**config.mk**
```make
export PLATFORM = sky130hd
export DESIGN_NAME = if_id_stage_reg
export DESIGN_NICKNAME = d
export VERILOG_FILES = /design/src/rtl/mips_pkg.sv /design/src/rtl/if_id_field_decode.sv /design/src/rtl/if_id_stage_reg.sv
export SDC_FILE = /design/constraint.sdc
export NUM_CORES = 1
export LEC_CHECK = 0
export BUFFER_PORTS_ARGS = -buffer_cell sky130_fd_sc_hd__buf_2
export CAP_MARGIN = 30
export CORE_MARGIN = 4
export CORE_UTILIZATION = 55
export DETAILED_ROUTE_END_ITERATION = 12
export GPL_TIMING_DRIVEN = 0
export HOLD_SLACK_MARGIN = 0.1
export PLACE_DENSITY = 0.86
export SLEW_MARGIN = 30
export SYNTH_ARGS = -nofsm -noshare
export SYNTH_HDL_FRONTEND = slang
export SYNTH_SLANG_ARGS = --single-unit
```
**constraint.sdc**
```tcl
create_clock -name clk -period 2.85 [get_ports clk]
set_input_delay 0.1425 -clock clk [delete_from_list [all_inputs] [get_ports clk]]
set_output_delay 0.1425 -clock clk [all_outputs]
set_load 0.01 [all_outputs]
```
**src/rtl/mips_pkg.sv**
```systemverilog
// Shared MIPS front-end definitions: instruction field positions, lwn/swn
// encodings, IF/ID stage states and the decoded-field payload.
package mips_pkg;

  localparam int unsigned INSTR_W   = 32;
  localparam int unsigned REG_W     = 5;
  localparam int unsigned OPC_W     = 6;
  localparam int unsigned FUNCT_W   = 6;
  localparam int unsigned IMM_W     = 16;

  localparam int unsigned OPC_MSB   = 31;
  localparam int unsigned OPC_LSB   = 26;
  localparam int unsigned RS_MSB    = 25;
  localparam int unsigned RS_LSB    = 21;
  localparam int unsigned RT_MSB    = 20;
  localparam int unsigned RT_LSB    = 16;
  localparam int unsigned RD_MSB    = 15;
  localparam int unsigned RD_LSB    = 11;
  localparam int unsigned SHAMT_MSB = 10;
  localparam int unsigned SHAMT_LSB = 6;
  localparam int unsigned FUNCT_MSB = 5;
  localparam int unsigned FUNCT_LSB = 0;
  localparam int unsigned IMM_MSB   = 15;
  localparam int unsigned IMM_LSB   = 0;
  localparam int unsigned JIDX_MSB  = 25;
  localparam int unsigned JIDX_LSB  = 0;
  localparam int unsigned JPAGE_LSB = 28;

  localparam logic [OPC_W-1:0]   OPC_NMEM  = 6'b000001;
  localparam logic [FUNCT_W-1:0] FUNCT_LWN = 6'b100001;
  localparam logic [FUNCT_W-1:0] FUNCT_SWN = 6'b010011;

  // Enumerators carry a prefix so they never collide with the SKID parameter.
  typedef enum logic [1:0] {
    ST_EMPTY = 2'd0,
    ST_FULL  = 2'd1,
    ST_SKID  = 2'd2
  } state_t;

  typedef struct packed {
    logic [OPC_W-1:0]   opcode;
    logic [FUNCT_W-1:0] funct;
    logic [REG_W-1:0]   rd_addr1;
    logic [REG_W-1:0]   rd_addr2;
    logic [IMM_W-1:0]   imm;
    logic [REG_W-1:0]   shamt;
    logic [REG_W-1:0]   rs;
    logic [REG_W-1:0]   rt;
    logic [REG_W-1:0]   rd;
    logic               is_nmem;
  } id_fields_t;

  function automatic logic is_nmem_op(input logic [OPC_W-1:0] opcode,
                                      input logic [FUNCT_W-1:0] funct);
    return (opcode == OPC_NMEM) && ((funct == FUNCT_LWN) || (funct == FUNCT_SWN));
  endfunction

endpackage

```
**src/rtl/if_id_field_decode.sv**
```systemverilog
// Purely combinational decode of a stored instruction and its PC+4 into the
// fields consumed by the ID stage; shared with hazard/forwarding logic.
module if_id_field_decode
  import mips_pkg::*;
#(
  parameter int unsigned PC_W       = 32,
  parameter bit          EXT_DECODE = 1'b1
) (
  input  logic [INSTR_W-1:0] instr,
  input  logic [PC_W-1:0]    pc4,
  output id_fields_t         fields,
  output logic [PC_W-1:0]    jump_addr
);

  always_comb begin
    fields          = '0;
    fields.opcode   = instr[OPC_MSB:OPC_LSB];
    fields.funct    = instr[FUNCT_MSB:FUNCT_LSB];
    fields.rs       = instr[RS_MSB:RS_LSB];
    fields.rt       = instr[RT_MSB:RT_LSB];
    fields.rd       = instr[RD_MSB:RD_LSB];
    fields.shamt    = instr[SHAMT_MSB:SHAMT_LSB];
    fields.imm      = instr[IMM_MSB:IMM_LSB];
    fields.rd_addr1 = instr[RS_MSB:RS_LSB];
    fields.is_nmem  = EXT_DECODE && is_nmem_op(instr[OPC_MSB:OPC_LSB], instr[FUNCT_MSB:FUNCT_LSB]);
    // lwn/swn read their second operand from the rd field
    fields.rd_addr2 = fields.is_nmem ? instr[RD_MSB:RD_LSB] : instr[RT_MSB:RT_LSB];
  end

  if (PC_W > JPAGE_LSB) begin : g_page
    assign jump_addr = {pc4[PC_W-1:JPAGE_LSB], instr[JIDX_MSB:JIDX_LSB], 2'b00};
    logic unused_pc4_low;
    assign unused_pc4_low = ^pc4[JPAGE_LSB-1:0];
  end else begin : g_nopage
    assign jump_addr = PC_W'({instr[JIDX_MSB:JIDX_LSB], 2'b00});
    logic unused_pc4;
    assign unused_pc4 = ^pc4;
  end

endmodule

```
**src/rtl/if_id_stage_reg.sv**
```systemverilog
// IF/ID pipeline stage with valid/ready handshake, synchronous flush and an
// optional 2-entry skid buffer; outputs decode from the main entry only.
module if_id_stage_reg
  import mips_pkg::*;
#(
  parameter int unsigned PC_W       = 32,
  parameter bit          SKID       = 1'b1,
  parameter bit          EXT_DECODE = 1'b1
) (
  input  logic               clk,
  input  logic               rst_n,
  input  logic               flush,
  input  logic               in_valid,
  output logic               in_ready,
  input  logic [INSTR_W-1:0] in_instr,
  input  logic [PC_W-1:0]    in_pc4,
  output logic               out_valid,
  input  logic               out_ready,
  output logic [OPC_W-1:0]   out_opcode,
  output logic [FUNCT_W-1:0] out_funct,
  output logic [PC_W-1:0]    out_pc4,
  output logic [PC_W-1:0]    out_jump_addr,
  output logic [REG_W-1:0]   out_rd_addr1,
  output logic [REG_W-1:0]   out_rd_addr2,
  output logic [IMM_W-1:0]   out_imm,
  output logic [REG_W-1:0]   out_shamt,
  output logic [REG_W-1:0]   out_rs,
  output logic [REG_W-1:0]   out_rt,
  output logic [REG_W-1:0]   out_rd,
  output logic               out_is_nmem
);

  state_t             state, state_nxt;
  logic [INSTR_W-1:0] main_instr, skid_instr;
  logic [PC_W-1:0]    main_pc4, skid_pc4;
  logic               load_main_in, load_main_skid, load_skid;
  id_fields_t         fields;

  always_comb begin
    state_nxt      = state;
    load_main_in   = 1'b0;
    load_main_skid = 1'b0;
    load_skid      = 1'b0;
    case (state)
      ST_EMPTY: begin
        if (in_valid) begin
          state_nxt    = ST_FULL;
          load_main_in = 1'b1;
        end
      end
      ST_FULL: begin
        if (out_ready) begin
          if (in_valid) load_main_in = 1'b1;
          else          state_nxt    = ST_EMPTY;
        end else if (in_valid && SKID) begin
          state_nxt = ST_SKID;
          load_skid = 1'b1;
        end
      end
      ST_SKID: begin
        if (out_ready) begin
          state_nxt      = ST_FULL;
          load_main_skid = 1'b1;
        end
      end
      default: state_nxt = ST_EMPTY;
    endcase
    // flush discards the handshaking beat and any skid beat; payloads just hold
    if (flush) begin
      state_nxt      = ST_EMPTY;
      load_main_in   = 1'b0;
      load_main_skid = 1'b0;
      load_skid      = 1'b0;
    end
  end

  always_ff @(posedge clk or negedge rst_n) begin
    if (!rst_n) state <= ST_EMPTY;
    else        state <= state_nxt;
  end

  always_ff @(posedge clk or negedge rst_n) begin
    if (!rst_n) begin
      main_instr <= '0;
      main_pc4   <= '0;
      skid_instr <= '0;
      skid_pc4   <= '0;
    end else begin
      if (load_main_in) begin
        main_instr <= in_instr;
        main_pc4   <= in_pc4;
      end else if (load_main_skid) begin
        main_instr <= skid_instr;
        main_pc4   <= skid_pc4;
      end
      if (load_skid) begin
        skid_instr <= in_instr;
        skid_pc4   <= in_pc4;
      end
    end
  end

  assign out_valid = (state != ST_EMPTY);
  assign in_ready  = SKID ? (state != ST_SKID) : (!out_valid || out_ready);

  if_id_field_decode #(
    .PC_W       (PC_W),
    .EXT_DECODE (EXT_DECODE)
  ) u_decode (
    .instr     (main_instr),
    .pc4       (main_pc4),
    .fields    (fields),
    .jump_addr (out_jump_addr)
  );

  assign out_pc4      = main_pc4;
  assign out_opcode   = fields.opcode;
  assign out_funct    = fields.funct;
  assign out_rd_addr1 = fields.rd_addr1;
  assign out_rd_addr2 = fields.rd_addr2;
  assign out_imm      = fields.imm;
  assign out_shamt    = fields.shamt;
  assign out_rs       = fields.rs;
  assign out_rt       = fields.rt;
  assign out_rd       = fields.rd;
  assign out_is_nmem  = fields.is_nmem;

endmodule
```
# Word-level counts from Yosys, hierarchy flattened
# Cells that the tools add are included.
# Widths: inputs -> output; s select.
op_classes:
  eq_ne: 10
  mux: 22
  n_reduce_logical: 6
ops:
  columns: ["cell", "n"]
  rows:
  - ["$mux 32", 4]
  - ["$mux 2", 6]
  - ["$mux 1", 9]
  - ["$ne 4x4->1 const B", 2]
  - ["$eq 6x1->1 const B", 1]
  - ["$eq 6x5->1 const B", 1]
  - ["$eq 6x6->1 const B", 1]
  - ["$ne 3x3->1 const B", 2]
  - ["$pmux 2 s3", 1]
  - ["$mux 5", 1]
  - ["$reduce_and 4->1", 1]
  - ["$reduce_bool 2->1", 2]
  - ["$eq 2x1->1 const B", 1]
  - ["$eq 2x2->1 const B", 1]
  - ["$logic_not 2->1", 1]
  - ["$ne 2x2->1 const B", 1]
  - ["$pmux 1 s2", 1]
  - ["$logic_and 1x1->1", 1]
  - ["$logic_or 1x1->1", 1]
totals:
  regBits: 130
  in_bits: 69
  output_inout_bits: 125
  elab_cells: 43

# Logic depth before layout (Yosys ltp)
depth:
  word_depth: 5
  ltp_mapped: 6
  ltp_nobuf: 4

# By module
# From an unflattened synthesis, not the netlist that was laid out.
hier_totals:
  cells_unflattened: 457
  area_unflattened_um2: 7015.5
by_module_without_submodules:
  columns: ["module", "n_inst", "cells_each", "area_each_um2"]
  rows:
  - ["if_id_stage_reg", 1, 359, 6237.2]
  - ["if_id_field_decode", 1, 98, 778.2]

# Worst setup path before layout
# Ideal clock, no wire load.
synth_path:
  path_kind: "reg-to-output"
  from: "reg main_instr[2]"
  to: "out out_rd_addr2[0]"
  arrival_ns: 1.751
  t_required_ns: 2.707
  setup_slack_ns: 0.957
  path_stages_with_launch: 6
  n_path_buf: 1
  path_cell_list: "dfrtp_1 > nor4_2 > nand3b_1 > or4b_1 > buf_6 > mux2_4"
synth_between:
  elab_chain_cells: 4
  word_cells_on_any_way: 5
synth_lines:
  columns: ["element", "line", "rtl"]
  rows:
  - ["from (decl)", "if_id_stage_reg.sv:34", "logic [INSTR_W-1:0] main_instr, skid_instr;"]
  - ["from (signal assigned)", "if_id_stage_reg.sv:90", "main_instr <= in_instr;"]
  - ["from (signal assigned)", "if_id_stage_reg.sv:93", "main_instr <= skid_instr;"]
  - ["$eq 6x6->1 / $eq 6x5->1 (equally long branches)", "mips_pkg.sv:55", "return (opcode == OPC_NMEM) && ((funct == FUNCT_LWN) || (funct == FUNCT_SWN));"]
  - ["$logic_or 1x1->1 (*)", "mips_pkg.sv:55", null]
  - ["$logic_and 1x1->1 (*)", "mips_pkg.sv:55", null]
  - ["$mux 5 (*)", "if_id_field_decode.sv:27", "fields.rd_addr2 = fields.is_nmem ? instr[RD_MSB:RD_LSB] : instr[RT_MSB:RT_LSB];"]
  - ["to (decl)", "if_id_stage_reg.sv:24", "output logic [REG_W-1:0] out_rd_addr2,"]
# Mark *: on every way between the ends. The rest lies on a longest branch, timed or not.

# Worst setup path after layout
layout_path:
  from: "reg main_instr[2]"
  to: "out out_rd_addr2[4]"
# The elaborated chain is that of the path after synthesis.

==> results.ini <==
[timing]
rsz0062_at_grt = no
drv_slew = 0
final.min_clock_period_ps = 2710
setup-violations-final = 0
whs_ps = 216
fin_ws_ps = 140
period_share_pct = 95.1
tightest_slew_ps = 685
finalHoldViolCount = 0
skew_ps = 8.16
fin_setup_tns_ps = 0
max_freq_ghz = 0.369
max_slew_margin_pct = 54.3

[final_layout]
layout-drive-gt1-share_pct = 63.0
fillers = 590
diodes = 0
final_cell_count_no_fill = 862
fin_util_pct = 79.3
area_delta_synth_final_pct = 40.1
post-route-cell-area_mm2 = 0.00863
fin_nets = 778

[place]
dp_slack_ps = 662
postPlaceCellArea_mm2 = 0.00734
dp_hpwl_mm = 10.0
dpl.cell_count = 762
gp_congestion = 0.771
portBuffers = 191

[clocking]
cts.root.buffer_cell = clkbuf_8
clock_path_buffers = 2
cts-resized-gates = 0
cts_buffers = 17
post-cts-setup-buffers = 0
clkSlewWorstSetupHoldPaths_ps = 60
numClockSinks = 130
cts_hold_buffers = 68
htree_levels = 4
clock_latency_ps = 510
cts_tree = built

[synthesis]
ys_seq_area_share_pct = 52.8
yosys.area_share.simple_pct = 2.21
synthDominantCellAreaShare_pct = 52.8
synth_top_area_cell = dfrtp_1
ys_seq_elements = 130
synth_cell_types = 27
synth_area_leaders = dfrtp_1 53%, mux2_2 28%, mux2_1 6.6%
synth_area_per_cell_um2 = 14.4
yosys-top-cells-count = 152 x mux2_2, 130 x dfrtp_1, 53 x buf_4, 36 x mux2_1, 17 x buf_2
synth_warnings = 0
async_flop_share_pct = 100
synth_adder_area_share_pct = 0
synth-xor-area-share_pct = 0
synth_top_family_by_area = multiplexers
muxShareOfSynthArea_pct = 35.9
ys.flop_type = dfrtp_1
synth_most_common_cell = mux2_2
synth_enable_flop_cells = 0
syn_inst = 429
syn-cell-area_mm2 = 0.00616
synth-compound-area-share_pct = 0.873

[power]
power.internal_mw = 5.48
total_power_mw = 7.82
pwr-share-comb_pct = 33.9
p_per_area_mw_per_mm2 = 906
netSwitchingPower_mw = 2.34
p_sw_share_pct = 30.0
peakVddDrop_mv = 0.587
pwr-share-clk_pct = 28.5
p_leak_nw = 4.27
p_seq_share_pct = 37.6

[detailed_routing]
drt-vias-per-instance = 5.06
drtPass1Iterations = 4
wirelength_mm = 14.9
routedWlPerCell_um = 17.3
vias = 4361
drt-initial-drc-count = 159
route.detailed.drc = 0
drt.antenna.violating_nets = 0

[worst_setup_path]
critPathBufInv = 2
critPathCaptureType = primary output
start_kind = flip-flop
cp_slowest_cell = or4b_1
cp_slowest_stage_delay_ps = 540
path_class = reg -> out
crit_family = simple AND/OR/NAND/NOR gates
cp.required_ps = 2710
path_cells = nor4_2 > nand3b_1 > or4b_1 > buf_6 > mux2_4 > buf_2
path_max_fanout = 5
arrival_ps = 2570

[global_routing]
gr-total-overflow = 0
grt_pass1_wl_mm = 24.4
grt_max_degree = 75
gr-usage-all-layers_pct = 24.0
grt_pass1_vias = 4868
antenna_found_initial = 0

[die]
boundaryPins = 194
rows = 38
core_mm2 = 0.0109
start_util_pct = 56.6
die_height_um = 114
dieWidth_um = 114
die_area_mm2 = 0.0130

[flow_run]
maxCapViolations = 0

[status]
status = finished clean

[worst_hold_path]
hold_path_class = in -> async

==> kinds of logic (layout without fill, tap and decap cells) <==
family          Yosys count  count (layout)
other cells               1               2
buf+inv                  74             366
compound gates            8               8
mux                     195             195
simple gates             21              21
flops                   130             130
==> metal layers <==
metal | part of all wire [%] | global-route usage [%] | vias up
met3 | 6.1 | 6.74 | 17
li1 | - | - | 2026
met2 | 54 | 43.4 | 146
met5 | 0 | 0 | -
met1 | 39 | 27.6 | 2172
met4 | 1.0 | 7.21 | 0
==> worst paths after layout <==
path / slack [ps] / startpoint / to / cells after the start
worst max-delay path: 140 / main_instr[2] / out_rd_addr2[4] / 6
worst min-delay path: 220 / rst_n / main_instr[22] / 2
worst max register to register: 830 / state[1] / main_instr[26] / 6
worst min register to register: 500 / out_pc4[22] / out_pc4[22] / 1
max in group asynchronous: 1960 / rst_n / out_pc4[28] / 3
min in group clk: 390 / in_valid / main_instr[1] / 5
==> layout by cell type, fill, tap and decap left out, drive strengths merged, types with 4 or more instances in the layout <==
cell type / count
a21oi: 4
dlygate4sd3: 68
dfrtp: 130
bufinv: 4
clkinv: 7
nand2: 4
mux2: 193
nand2b: 5
clkbuf: 22
buf: 263
==> flip-flops by register name, indices dropped and copies added (netlist names) <==
signal	flops
skid_pc4	32
skid_instr	32
state	2
out_pc4	32
main_instr	32
==> area by class of cell <==
type                       count  area, µm²  area share, %
buffer                        74        505           5.85
timing repair buffer         260       1670           19.4
multi-input combinational    226       2410           27.9
sequential                   130       3250           37.7
clock inverter                13        185           2.14
clock buffer                  19        432           5.00
tap                          140        175           2.03
==> power groups by stage <==
stage | clock, mW | sequential [mW] | combinational, mW
after floorplan | 0 | 3.01 | 1.45
after global placement | 0 | 2.89 | 2.47
after detailed placement | 0 | 2.95 | 2.56
after CTS | 2.26 | 2.93 | 2.64
after global routing | 2.37 | 3.02 | 2.86
final | 2.23 | 2.94 | 2.65
No activity file was read; power rests on OpenSTA's default activity.
